$ cat src/rtl/alu_pkg.sv
// Shared definitions for the sequential ALU: ALUop/funct encodings, internal op codes and FSM states.
package alu_pkg;

    localparam logic [1:0] ALUOP_ADD   = 2'b00;
    localparam logic [1:0] ALUOP_SUB   = 2'b01;
    localparam logic [1:0] ALUOP_FUNCT = 2'b10;
    localparam logic [1:0] ALUOP_OR    = 2'b11;

    localparam logic [5:0] FUNCT_SLL   = 6'b000000;
    localparam logic [5:0] FUNCT_JR    = 6'b001000;
    localparam logic [5:0] FUNCT_MULTU = 6'b011001;
    localparam logic [5:0] FUNCT_ADDU  = 6'b100001;
    localparam logic [5:0] FUNCT_SUBU  = 6'b100011;
    localparam logic [5:0] FUNCT_AND   = 6'b100100;
    localparam logic [5:0] FUNCT_OR    = 6'b100101;
    localparam logic [5:0] FUNCT_XOR   = 6'b100110;
    localparam logic [5:0] FUNCT_SLT   = 6'b101010;

    typedef enum logic [3:0] {
        OP_AND   = 4'd0,
        OP_OR    = 4'd1,
        OP_ADD   = 4'd2,
        OP_XOR   = 4'd3,
        OP_SLT   = 4'd4,
        OP_SLL   = 4'd5,
        OP_SUB   = 4'd6,
        OP_MULTU = 4'd7,
        OP_ILL   = 4'd8
    } op_e;

    typedef enum logic [1:0] {
        S_IDLE = 2'd0,
        S_EXEC = 2'd1,
        S_MUL  = 2'd2
    } state_e;

endpackage

$ cat src/rtl/alu_op_dec.sv
// Combinational decoder from ALUop/funct to the internal op code; unknown combinations map to OP_ILL.
module alu_op_dec
    import alu_pkg::*;
#(
    parameter int MUL_EN = 1
) (
    input  logic [1:0] i_aluop,
    input  logic [5:0] i_funct,
    output op_e        o_op
);

    always_comb begin
        o_op = OP_ILL;
        case (i_aluop)
            ALUOP_ADD: o_op = OP_ADD;
            ALUOP_SUB: o_op = OP_SUB;
            ALUOP_OR:  o_op = OP_OR;
            ALUOP_FUNCT: begin
                case (i_funct)
                    FUNCT_ADDU:  o_op = OP_ADD;
                    FUNCT_SUBU:  o_op = OP_SUB;
                    FUNCT_SLL:   o_op = OP_SLL;
                    FUNCT_JR:    o_op = OP_ADD;
                    FUNCT_SLT:   o_op = OP_SLT;
                    FUNCT_AND:   o_op = OP_AND;
                    FUNCT_OR:    o_op = OP_OR;
                    FUNCT_XOR:   o_op = OP_XOR;
                    // Without a multiplier MULTU is simply another undecodable funct.
                    FUNCT_MULTU: o_op = (MUL_EN != 0) ? OP_MULTU : OP_ILL;
                    default:     o_op = OP_ILL;
                endcase
            end
            default: o_op = OP_ILL;
        endcase
    end

endmodule

$ cat src/rtl/alu_seq.sv
// Sequential ALU: single-cycle ops complete via EXEC, MULTU runs a WIDTH-cycle shift-add in MUL.
// Handshake: start is sampled only while busy=0; done is a one-cycle pulse qualifying result/zero/illegal.
module alu_seq
    import alu_pkg::*;
#(
    parameter int WIDTH   = 32,
    parameter int SHAMT_W = $clog2(WIDTH),
    parameter int MUL_EN  = 1
) (
    input  logic               clk,
    input  logic               reset,
    input  logic               start,
    input  logic [1:0]         ALUop,
    input  logic [5:0]         funct,
    input  logic [WIDTH-1:0]   a,
    input  logic [WIDTH-1:0]   b,
    input  logic [SHAMT_W-1:0] shamt,
    output logic               busy,
    output logic               done,
    output logic [WIDTH-1:0]   result,
    output logic               zero,
    output logic               illegal,
    output state_e             o_state
);

    state_e             r_state;
    state_e             w_next_state;
    op_e                w_op;
    logic [WIDTH-1:0]   w_alu;
    logic [WIDTH-1:0]   w_mul_result;
    logic               w_accept;
    logic               w_mul_last;
    logic [SHAMT_W-1:0] r_cnt;
    logic [WIDTH-1:0]   r_result;
    logic               r_zero;
    logic               r_illegal;
    logic               r_done;

    alu_op_dec #(
        .MUL_EN(MUL_EN)
    ) u_dec (
        .i_aluop(ALUop),
        .i_funct(funct),
        .o_op   (w_op)
    );

    assign w_accept   = (r_state == S_IDLE) && start;
    assign w_mul_last = (r_state == S_MUL) && (r_cnt == SHAMT_W'(WIDTH - 1));

    always_ff @(posedge clk) begin
        if (reset) r_state <= S_IDLE;
        else       r_state <= w_next_state;
    end

    always_comb begin
        w_next_state = r_state;
        busy         = 1'b1;
        case (r_state)
            S_IDLE: begin
                busy = 1'b0;
                if (start) w_next_state = (w_op == OP_MULTU) ? S_MUL : S_EXEC;
            end
            S_EXEC:  w_next_state = S_IDLE;
            S_MUL:   if (w_mul_last) w_next_state = S_IDLE;
            default: w_next_state = S_IDLE;
        endcase
    end

    always_comb begin
        w_alu = '0;
        case (w_op)
            OP_ADD:  w_alu = a + b;
            OP_SUB:  w_alu = a - b;
            OP_AND:  w_alu = a & b;
            OP_OR:   w_alu = a | b;
            OP_XOR:  w_alu = a ^ b;
            OP_SLL:  w_alu = b << shamt;
            OP_SLT:  w_alu = {{(WIDTH-1){1'b0}}, ($signed(a) < $signed(b))};
            default: w_alu = '0;
        endcase
    end

    // Single-cycle ops are evaluated on the accepting edge so done can appear in the EXEC cycle.
    always_ff @(posedge clk) begin
        if (reset) begin
            r_result  <= '0;
            r_zero    <= 1'b0;
            r_illegal <= 1'b0;
            r_done    <= 1'b0;
            r_cnt     <= '0;
        end else begin
            r_done <= 1'b0;
            if (r_state == S_MUL) r_cnt <= r_cnt + SHAMT_W'(1);
            else                  r_cnt <= '0;
            if (w_accept && (w_op != OP_MULTU)) begin
                r_result  <= w_alu;
                r_zero    <= (w_alu == '0);
                r_illegal <= (w_op == OP_ILL);
                r_done    <= 1'b1;
            end
            if (w_mul_last) begin
                r_result  <= w_mul_result;
                r_zero    <= (w_mul_result == '0);
                r_illegal <= 1'b0;
                r_done    <= 1'b1;
            end
        end
    end

    generate
        if (MUL_EN != 0) begin : g_mul
            logic [WIDTH-1:0] r_mcand;
            logic [WIDTH-1:0] r_mplier;
            logic [WIDTH-1:0] r_acc;
            logic [WIDTH-1:0] w_acc_next;

            assign w_acc_next   = r_acc + (r_mplier[0] ? r_mcand : '0);
            assign w_mul_result = w_acc_next;

            always_ff @(posedge clk) begin
                if (reset) begin
                    r_mcand  <= '0;
                    r_mplier <= '0;
                    r_acc    <= '0;
                end else if (w_accept) begin
                    r_mcand  <= a;
                    r_mplier <= b;
                    r_acc    <= '0;
                end else if (r_state == S_MUL) begin
                    r_acc    <= w_acc_next;
                    r_mcand  <= r_mcand << 1;
                    r_mplier <= r_mplier >> 1;
                end
            end
        end else begin : g_no_mul
            assign w_mul_result = '0;
        end
    endgenerate

    assign done    = r_done;
    assign result  = r_result;
    assign zero    = r_zero;
    assign illegal = r_illegal;
    assign o_state = r_state;

endmodule

$ cat config.mk
export PLATFORM = sky130hd
export DESIGN_NAME = alu_seq
export DESIGN_NICKNAME = d
export VERILOG_FILES = /design/src/rtl/alu_pkg.sv /design/src/rtl/alu_op_dec.sv /design/src/rtl/alu_seq.sv
export SDC_FILE = /design/constraint.sdc
export NUM_CORES = 1
export LEC_CHECK = 0
export ABC_AREA = 1
export BUFFER_PORTS_ARGS = -buffer_cell sky130_fd_sc_hd__buf_2
export CAP_MARGIN = 20
export CELL_PAD_IN_SITES_DETAIL_PLACEMENT = 0
export CELL_PAD_IN_SITES_GLOBAL_PLACEMENT = 1
export CORE_AREA = 3 3 224 226
export CTS_BUF_LIST = sky130_fd_sc_hd__clkbuf_16
export CTS_CLUSTER_DIAMETER = 40
export DETAILED_ROUTE_END_ITERATION = 16
export DIE_AREA = 0 0 227 229
export GPL_ROUTABILITY_DRIVEN = 0
export GPL_TIMING_DRIVEN = 1
export HOLD_SLACK_MARGIN = 0.15
export PLACE_DENSITY_LB_ADDON = 0.1
export REMOVE_ABC_BUFFERS = 1
export SLEW_MARGIN = 20
export SYNTH_ARGS = -nofsm -noshare
export SYNTH_HDL_FRONTEND = slang
export SYNTH_HIERARCHICAL = 1
export SYNTH_SLANG_ARGS = --single-unit
$ cat constraint.sdc
create_clock -name clk -period 6.2 [get_ports clk]
set_input_delay 1.24 -clock clk [delete_from_list [all_inputs] [get_ports clk]]
set_output_delay 1.24 -clock clk [all_outputs]
set_load 0.03 [all_outputs]
==> results.cfg, run 1 <==
[run_status]
outcome = completed

[global_routing]
grt_pass1_vias = 18800
grt-busiest-layer = met2
met1_usage_pct = 39.2
grt_use_total_pct = 28.9
met2_usage_pct = 45.8
grt_pass1_wl_mm = 114
grtUsageMet3_pct = 5.33
antenna_found_initial = 0
gr-total-overflow = 0
grt_max_degree = 60

[setup_path]
endpoint = zero$_SDFFE_PP0P_
worstSetupStartpoint = b[6]
rr_startpoint = g_mul.r_mplier[0]$_SDFFE_PP0P_
cp_data_arrival_time_ns = 4.37
reg2reg_slack_ns = 2.84
reg2reg_depth = 21
path_class = in -> reg
worstPathMaxFanout = 10
cp-start-kind = input pin
endpoint_kind = flip-flop
rr_endpoint = zero$_SDFFE_PP0P_
worstPathRequired_ns = 6.60

[floorplan]
start_util_pct = 34.8
die_area_um2 = 52000
ios = 118
die_h_um = 229
row_count = 81
core-area_um2 = 48500
fp.dieW_um = 227

[cells_and_area]
drive_above_1_share_pct = 7.51
fin_nets = 3277
stdcell_count = 3683
fin_util_pct = 37.7
area.growth.synth_to_final_pct = 8.21
fill_cells = 5564
antenna-diode-count = 0

[clock_tree]
clk_latency_ns = 0.45
cts_tree = built
clk_pin_slew_worst_paths_ns = 0.07
hold_buffers = 0
htreeDepth = 4
clockBufferDepth = 2
root_buffer = clkbuf_16
cts_sinks = 138
cts.repair.resized = 0
numCtsBuffers = 17
postCtsSetupRepairBufs = 0

[synthesis]
syn_area_um2 = 16900
ys_warn_count = 6
synth_cell_type_count = 49
yosys.area.top_type = nand2_1
synth_top_area_share_pct = 20.7
ys_ff_latch = 138
synth_edf_count = 0
synth_flop_cell = dfxtp_1
yosysSeqAreaShare_pct = 16.3
avgSynthCellArea_um2 = 5.61
synthTopCellsByArea = nand2_1, dfxtp_1, ha_1
netlist_instances = 3015
synthArstFlopShare_pct = 0

[routing]
drt_wl_total_mm = 76.2
vias = 19900
wire_per_inst_um = 20.7
drcViolationCount = 0
dr.pass1.iters = 6
drtIter0Drc = 1884
antenna_left = 0
viasPerCell = 5.41

[sta]
fin_worst_hold_slack_ns = 0.449
tightest_slew_ns = 1.02
fmax_ghz = 0.252
fin_tns_setup_ns = 0
min_period_ns = 3.97
timing.final.crit_share_pct = 64.0
max-slew-margin-rel_pct = 31.8
finalClockSkew_ns = 0.00963
final_hold_viol_count = 0
drv_slew = 0
finalSetupViolations = 0
rsz0062_at_grt = no

[place]
io_buffers = 117
place_hpwl_mm = 62.9
dpl.cell_count = 3651

[power]
p_per_area_nw_per_um2 = 172
ir_worst_vdd_mv = 0.182
leakagePower_nw = 9.77

[run]
max_cap_viol_count = 0

[worst_hold_path]
hold_path.class = reg -> reg
## worst min path at each step
stage / slack, ns / cells after the start / endpoint / startpoint
CTS: 0.45 / 1 / r_cnt[0]$_SDFF_PP0_ / r_cnt[0]$_SDFF_PP0_
global placement: 0.43 / 1 / r_cnt[0]$_SDFF_PP0_ / r_cnt[0]$_SDFF_PP0_
detailed placement: 0.44 / 1 / r_cnt[0]$_SDFF_PP0_ / r_cnt[0]$_SDFF_PP0_
finish: 0.45 / 1 / r_cnt[0]$_SDFF_PP0_ / r_cnt[0]$_SDFF_PP0_
global route: 0.47 / 1 / r_cnt[0]$_SDFF_PP0_ / r_cnt[0]$_SDFF_PP0_
floorplan: 0.42 / 1 / r_cnt[0]$_SDFF_PP0_ / r_cnt[0]$_SDFF_PP0_
## layout by cell type (no fill, tap or decap), types with 6 or more instances in the layout
cell type,instances
o21bai_1,17
ha_1,146
nand4_1,28
buf_4,19
nand2_1,931
nor2_1,337
inv_1,451
dfxtp_1,138
o21ai_0,98
a31oi_1,36
a21oi_1,134
nor2_4,7
nand3b_1,8
inv_2,11
buf_2,116
o22ai_1,19
clkinvlp_4,6
a221oi_1,34
nor2_2,21
xnor2_1,7
nor3_1,17
o211ai_1,44
nand3_1,344
xor2_1,10
and2_1,7
clkbuf_16,17
o21ai_1,6
## critical path: stages
cell and delay, ns:
buf_2 0.21, inv_1 0.09, ha_1 0.53, nand2_1 0.17, nor2_1 0.36, nand3_1 0.23, nand2_1 0.23, nand2_1 0.13
nand2_1 0.09, nand2_1 0.05, nand3_1 0.20, nand3_1 0.20, nor2_1 0.19, nand3_1 0.10, nor2_1 0.10, nand2_1 0.06
nand3_1 0.06, nand2_1 0.06, inv_1 0.04
## stage by stage
step | cell area, µm² | total power, mW | setup slack (ns)
after floorplan | 16200 | 1.68 | 0.156
after global placement | 17700 | 2.13 | 1.81
after detailed placement | 17700 | 2.13 | 1.83
after CTS | 18300 | 3.15 | 2.31
after global routing | 18300 | 3.33 | 1.94
final | 18300 | 3.15 | 2.23
## cells in the mapped netlist (11+ instances only)
cell and n:
o211ai_1 44, nand3_1 344, inv_1 450, o21ai_0 98
o22ai_1 19, nand4_1 28, a31oi_1 36, clkbuf_1 57
o21bai_1 17, nor2_1 341, nor3_1 17, buf_6 22
dfxtp_1 138, a221oi_1 34, nand2_1 931, ha_1 146
nor2_2 21, inv_2 11, a21oi_1 134, buf_2 23
## power by group
group | total (mW) | internal (mW) | leakage [nW] | switching (mW)
clock | 1.01 | 0.558 | 0.264 | 0.455
combinational | 1.17 | 0.320 | 8.38 | 0.846
sequential | 0.972 | 0.934 | 1.13 | 0.0384
total | 3.15 | 1.81 | 9.77 | 1.34
## cell type report
type	instances	area, µm²	share of cell area [%]
clock buffers	17	425	2.32
clock inverters	15	141	0.772
inverters	463	1740	9.51
multi-input cells	2293	11700	64.1
flip-flops and latches	138	2760	15.1
well taps	622	778	4.25
repair buffers	135	723	3.95
## routing by layer
| layer | vias to the layer above | wire, µm | share of wire (%) |
|---|---|---|---|
| met4 | 0 | 2710 | 3.6 |
| met1 | 9289 | 34200 | 45 |
| met5 | - | 0 | 0 |
| li1 | 9718 | - | - |
| met3 | 121 | 5380 | 7.1 |
| met2 | 787 | 33900 | 45 |
## sequential cells by signal, summed over array words and instances, names as in the netlist
register and cells:
g_mul.r_acc 32, illegal 1, g_mul.r_mplier 32, result 32
o_state 2, zero 1, g_mul.r_mcand 32, done 1
r_cnt 5
## logic make-up after synthesis
group,share of synthesized area [%]
buffers and inverters,14.5
adders and majority gates,11.2
AOI/OAI and AO/OA,14.3
and+or+nand+nor,42.9
xor gates and xnor gates,0.880
DFF,16.3
Power figures use the tool's default switching activity.
==> inputs of run 2 (changes only) <==
--- a/config.mk
+++ b/config.mk
@@ -5,16 +5,16 @@
 export SDC_FILE = /design/constraint.sdc
 export NUM_CORES = 1
 export LEC_CHECK = 0
-export ABC_AREA = 1
+export ABC_AREA = 0
 export BUFFER_PORTS_ARGS = -buffer_cell sky130_fd_sc_hd__buf_2
 export CAP_MARGIN = 20
 export CELL_PAD_IN_SITES_DETAIL_PLACEMENT = 0
 export CELL_PAD_IN_SITES_GLOBAL_PLACEMENT = 1
-export CORE_AREA = 3 3 224 226
+export CORE_AREA = 3 3 214 216
 export CTS_BUF_LIST = sky130_fd_sc_hd__clkbuf_16
 export CTS_CLUSTER_DIAMETER = 40
 export DETAILED_ROUTE_END_ITERATION = 16
-export DIE_AREA = 0 0 227 229
+export DIE_AREA = 0 0 217 219
 export GPL_ROUTABILITY_DRIVEN = 0
 export GPL_TIMING_DRIVEN = 1
 export HOLD_SLACK_MARGIN = 0.15
==> constraint.sdc (replaced) <==
create_clock -name clk -period 3.46 [get_ports clk]
set_input_delay 0.692 -clock clk [delete_from_list [all_inputs] [get_ports clk]]
set_output_delay 0.692 -clock clk [all_outputs]
set_load 0.03 [all_outputs]
==> run 2 against run 1 <==
The flow now finishes with violations (negative setup slack). Clock-buffer cell count did not move. Largest cell class unchanged. Non-clock buffer count increased by 754. Routed wire length rose by 2.4%. Area after synthesis is 9.6% lower. Critical endpoint unchanged. Highest routed layer is now met5. Sequential share of layout area is 3.9 points lower. Sequential power rose by 78%.
==> results.cfg, run 2 <==
[setup_path]
worstPathRequired_ns = 3.87
endpoint_kind = flip-flop
worstPathMaxFanout = 2
slowest_stage = or4b_4
path_cells = and2_4 -> ha_4 -> inv_2 -> fa_2 -> xnor2_2 -> nor4b_2 -> nand2_1 -> a2111o_1 -> or4_4 -> or4_4 -> nor4_4 -> or4b_4 -> or4b_4 -> or4_1 -> or4_1 -> o31ai_1
cp_data_arrival_time_ns = 5.56
path_class = reg -> reg
worst_path_largest_cell_delay_ns = 0.53
cp-start-kind = flip-flop

[floorplan]
ios = 118
die_area_um2 = 47500
row_count = 77
die_h_um = 219
fp.dieW_um = 217
start_util_pct = 34.7
core-area_um2 = 44100

[sta]
fin_tns_setup_ns = -6.93
setup_ws_ns = -1.69
fmax_ghz = 0.194
final_hold_viol_count = 0
tightest_slew_ns = 0.843
max-slew-margin-rel_pct = 43.8
rsz0062_at_grt = yes
finalSetupViolations = 24
finalClockSkew_ns = 0.00978
timing.final.crit_share_pct = 149
drv_slew = 0
min_period_ns = 5.15

[power]
seqPwrFrac_pct = 25.2
p_switching_mw = 2.66
comb_power_share_pct = 47.8
p_per_area_nw_per_um2 = 278
switching_share_pct = 38.7
pwr-share-clk_pct = 27.0
p_int_mw = 4.20
leakagePower_nw = 11.1
ir_worst_vdd_mv = 0.301

[routing]
antenna_left = 0
viasPerCell = 5.75
drtIter0Drc = 1920
drt_wl_total_mm = 78.1
dr.pass1.iters = 6
vias = 20200
drcViolationCount = 0
wire_per_inst_um = 22.3

[cells_and_area]
multi_input_area_um2 = 13200
ff_latch_area_um2 = 2770
mostFrequentLayoutCells = buf_4, nand2_1, a21oi_1, nor2_1, ha_1
antenna-diode-count = 0
area.growth.synth_to_final_pct = 61.2
fin_util_pct = 55.9
fill_cells = 4365
fin_nets = 3130
drive_above_1_share_pct = 41.0
final_common_cell = buf_4

[run_status]
outcome = finished with violations
violations = negative setup slack

[clock_tree]
clk_latency_ns = 0.49
clockBufferDepth = 2
htreeDepth = 4
cts_tree = built
clk_pin_slew_worst_paths_ns = 0.06
root_buffer = clkbuf_16
hold_buffers = 0
numCtsBuffers = 17
cts_sinks = 138

[synthesis]
netlist_instances = 2140
synth_edf_count = 0
yosys.area.top_type = dfxtp_1
synth_flop_cell = dfxtp_1
synth_top_area_share_pct = 18.1
synth_most_common_cell = a21oi_1
ys_top_cells_by_count = a21oi_1, nand2_1, nor2_1
ys_ff_latch = 138
yosysSeqAreaShare_pct = 18.1
synthTopCellsByArea = dfxtp_1, ha_1, a21oi_1
syn_area_um2 = 15300
synth_cell_type_count = 84
avgSynthCellArea_um2 = 7.15
ys_warn_count = 6
synthArstFlopShare_pct = 0

[global_routing]
grt_max_degree = 74
grt_pass1_vias = 19700
antenna_found_initial = 1
grt_pass1_wl_mm = 116
gr-total-overflow = 0
grt_use_total_pct = 31.8

[run]
max_cap_viol_count = 0

[place]
io_buffers = 117
pre_cts_ws_ns = -1.85
place_hpwl_mm = 60.3

[worst_hold_path]
hold_path.class = reg -> reg
[run 2: metal layers]
| layer | global-route usage, % | routed length [µm] |
|---|---|---|
| met1 | 40.1 | 32600 |
| met2 | 50.5 | 35100 |
| met3 | 5.80 | 5060 |
| met4 | 19.3 | 5190 |
| met5 | 0 | 54 |
[run 2: cells by family (layout without fill, tap and decap cells)]
logic type | count (synthesis) | after routing | share of synthesized area (%)
buffers and inverters | 260 | 1033 | 6.49
adder cells (fa/ha/maj) | 149 | 149 | 12.3
flip-flops | 138 | 138 | 18.1
multiplexers | 82 | 82 | 7.30
AND/OR/NAND/NOR | 734 | 734 | 22.5
AO/OA/AOI/OAI | 739 | 739 | 31.2
XOR/XNOR | 38 | 38 | 2.18
[run 2: per-stage QoR]
| stage | hold slack [ns] | area (µm²) | instances | power, mW |
|---|---|---|---|---|
| 2_1_floorplan | 0.426 | 14700 | 1993 | 2.97 |
| 3_3_place_gp | 0.444 | 21500 | 3408 | 4.55 |
| 3_5_place_dp | 0.447 | 21500 | 3408 | 4.58 |
| 4_1_cts | 0.456 | 23700 | 3487 | 6.71 |
| 5_1_grt | 0.477 | 24600 | 3505 | 7.17 |
| 6_report | 0.454 | 24600 | 3505 | 6.86 |
[run 2: cell type report]
cell class | instances | area share, %
tap | 592 | 3.01
multi-input combinational | 1742 | 53.5
inverter | 113 | 1.72
timing repair buffer | 889 | 28.3
clock buffer | 17 | 1.73
clock inverter | 14 | 0.538
sequential | 138 | 11.2
[run 2: final timing paths]
check                            startpoint  slack, ns  cells after the start                              to
min          g_mul.r_mplier[5]$_SDFFE_PP0P_       0.45                      2  g_mul.r_mplier[5]$_SDFFE_PP0P_
max reg2reg  g_mul.r_mplier[0]$_SDFFE_PP0P_      -1.69                     16               zero$_SDFFE_PP0P_
min reg2reg  g_mul.r_mplier[5]$_SDFFE_PP0P_       0.45                      2  g_mul.r_mplier[5]$_SDFFE_PP0P_
max          g_mul.r_mplier[0]$_SDFFE_PP0P_      -1.69                     16               zero$_SDFFE_PP0P_
[run 2: power by group through the flow]
stage	Combinational, mW	Sequential (mW)	Clock (mW)
after detailed placement	2.82	1.76	0
after global routing	3.48	1.74	1.96
after CTS	3.08	1.73	1.90
after global placement	2.79	1.76	0
after floorplan	1.14	1.83	0
final	3.28	1.73	1.85
[run 2: worst max-delay path, delay by kind of cell (launching register included)]
| kind | cells | cell delay (ns) |
|---|---|---|
| xor gates and xnor gates | 1 | 0.17 |
| AOI/OAI and AO/OA | 2 | 0.56 |
| DFF | 1 | 0.33 |
| and+or+nand+nor | 10 | 3.40 |
| adders and majority gates | 2 | 0.56 |
| buffers and inverters | 1 | 0.04 |
[run 2: what timing repair did]
action,in CTS,in global routing
cloned,2,1
endpoints found under the setup margin,35,37
resized for setup,274,178
setup buffers,56,41
pin swaps,103,117
==> inputs of run 3 (changes only) <==
--- a/config.mk
+++ b/config.mk
@@ -19,6 +19,7 @@
 export GPL_TIMING_DRIVEN = 1
 export HOLD_SLACK_MARGIN = 0.15
 export PLACE_DENSITY_LB_ADDON = 0.1
+export RECOVER_POWER = 100
 export REMOVE_ABC_BUFFERS = 1
 export SLEW_MARGIN = 20
 export SYNTH_ARGS = -nofsm -noshare
==> run 3 against run 2 <==
The run ends with max-capacitance violations, max-slew violations, negative setup slack left. Non-clock buffer count stayed put. Sequential cell count stayed put. Routed wire length hardly changed. Combinational power hardly changed. Critical path type unchanged. Highest routed layer unchanged.
==> results.cfg, run 3 (synthesis results as in run 2) <==
[run_status]
outcome = finished with violations
violations = max-capacitance violations, max-slew violations, negative setup slack

[setup_path]
path_class = reg -> reg
endpoint_kind = flip-flop
path_buf_inv = 1
worstSetupStartpoint = g_mul.r_mplier[0]$_SDFFE_PP0P_
worstPathMaxFanout = 2
worst_path_largest_cell_delay_ns = 0.53
path_cells = and2_4 -> ha_4 -> inv_2 -> fa_2 -> xnor2_2 -> nor4b_2 -> nand2_1 -> a2111o_1 -> or4_4 -> or4_4 -> nor4_4 -> or4b_4 -> or4b_4 -> or4_1 -> or4_1 -> o31ai_1
crit_family = simple AND/OR/NAND/NOR gates
worstPathRequired_ns = 3.87
slowest_stage = or4b_4
cp_data_arrival_time_ns = 5.56
cp-start-kind = flip-flop
rr_startpoint = g_mul.r_mplier[0]$_SDFFE_PP0P_

[floorplan]
core-area_um2 = 44100
fp.dieW_um = 217
die_h_um = 219
start_util_pct = 34.7
ios = 118
die_area_um2 = 47500
row_count = 77

[routing]
drcViolationCount = 0
wire_per_inst_um = 22.3
dr.pass1.iters = 6
antenna_left = 0
viasPerCell = 5.77
drt_wl_total_mm = 78.0
drtIter0Drc = 1798
vias = 20200

[sta]
final_hold_viol_count = 0
fmax_ghz = 0.194
finalSetupViolations = 39
tightest_slew_ns = 1.61
finalClockSkew_ns = 0.00946
min_period_ns = 5.14
drv_slew = 135
setup_ws_ns = -1.68
timing.final.crit_share_pct = 149
max-slew-margin-rel_pct = -7.26
fin_tns_setup_ns = -29.14
rsz0062_at_grt = yes

[power]
leakagePower_nw = 11.0
p_per_area_nw_per_um2 = 279
power.total_mw = 6.84
ir_worst_vdd_mv = 0.301

[clock_tree]
numCtsBuffers = 17
clk_pin_slew_worst_paths_ns = 0.06
hold_buffers = 0
cts_tree = built
cts_sinks = 138
root_buffer = clkbuf_16
htreeDepth = 4
clk_latency_ns = 0.50
clockBufferDepth = 2

[cells_and_area]
final_common_cell = buf_4
stdcell_count = 3505
antenna-diode-count = 0
area.growth.synth_to_final_pct = 60.6
drive_above_1_share_pct = 39.6
fin_util_pct = 55.7
mostFrequentLayoutCells = buf_4, nand2_1, a21oi_1, nor2_1, ha_1
fill_cells = 4387
fin_nets = 3130

[place]
io_buffers = 117
dpl.cell_count = 3408
place_hpwl_mm = 60.3

[global_routing]
grt_max_degree = 74
grt_pass1_vias = 19700
antenna_found_initial = 1
grt_use_total_pct = 31.8
gr-total-overflow = 0
grt_pass1_wl_mm = 116

[run]
max_cap_viol_count = 2

[worst_hold_path]
hold_path_startpoint = g_mul.r_mplier[5]$_SDFFE_PP0P_
hold_path.class = reg -> reg
[run 3: cell types whose count changed in the layout (fill, tap and decap cells not counted), sizes merged]
cell           change
buf               -44
clkdlybuf4s25      +1
clkbuf            +43
[run 3: what timing repair did]
action | CTS | global route
gates resized for setup | 274 | 178
setup buffers | 56 | 41
setup endpoints to repair | 35 | 37
endpoints found under the hold margin | 0 | 0
pin swaps | 103 | 117
cloned | 2 | 1
[run 3: final timing paths]
path | to | slack (ns) | cells after the start
max | zero$_SDFFE_PP0P_ | -1.68 | 16
min | g_mul.r_mplier[5]$_SDFFE_PP0P_ | 0.45 | 2
max reg2reg | zero$_SDFFE_PP0P_ | -1.68 | 16
min reg2reg | g_mul.r_mplier[5]$_SDFFE_PP0P_ | 0.45 | 2
[run 3: metrics by stage]
stage                     area (µm²)  hold WS [ns]  worst slack, ns
after global placement         21500         0.444            -1.74
after CTS                      23700         0.456            -1.66
final                          24600         0.453            -1.68
after global routing           24600         0.477            -1.82
after floorplan                14700         0.426            -4.90
after detailed placement       21500         0.447            -1.85
[run 3: area by class of cell]
class | count | area, µm² | share of cell area (%)
Multi-Input combinational cell | 1742 | 13200 | 53.6
Timing Repair Buffer | 889 | 6920 | 28.2
Clock inverter | 14 | 133 | 0.540
Inverter | 113 | 424 | 1.73
Sequential cell | 138 | 2770 | 11.3
Tap cell | 592 | 741 | 3.02
Clock buffer | 17 | 425 | 1.73
[run 3: report_power, final]
| group | internal, mW | leakage, nW | switching (mW) | total (mW) |
|---|---|---|---|---|
| Clock | 1.04 | 0.284 | 0.809 | 1.85 |
| Combinational | 1.47 | 9.55 | 1.79 | 3.26 |
| Sequential | 1.67 | 1.13 | 0.0545 | 1.73 |
| Total | 4.19 | 11.0 | 2.66 | 6.84 |
[run 3: worst register-to-register path, delay by kind of cell, from the launching register on]
family | cells | cell delay [ns]
fa+ha+maj | 2 | 0.56
xor+xnor | 1 | 0.17
compound gates | 2 | 0.56
simple gates | 10 | 3.40
buf+inv | 1 | 0.04
flops | 1 | 0.33
[run 3: layer usage]
metal | share of wire, % | track usage (%) | up-vias
met5 | 0.069 | 0 | -
met4 | 6.7 | 19.3 | 4
met3 | 6.7 | 5.80 | 239
met2 | 45 | 50.5 | 835
met1 | 42 | 40.1 | 9760
li1 | - | - | 9373
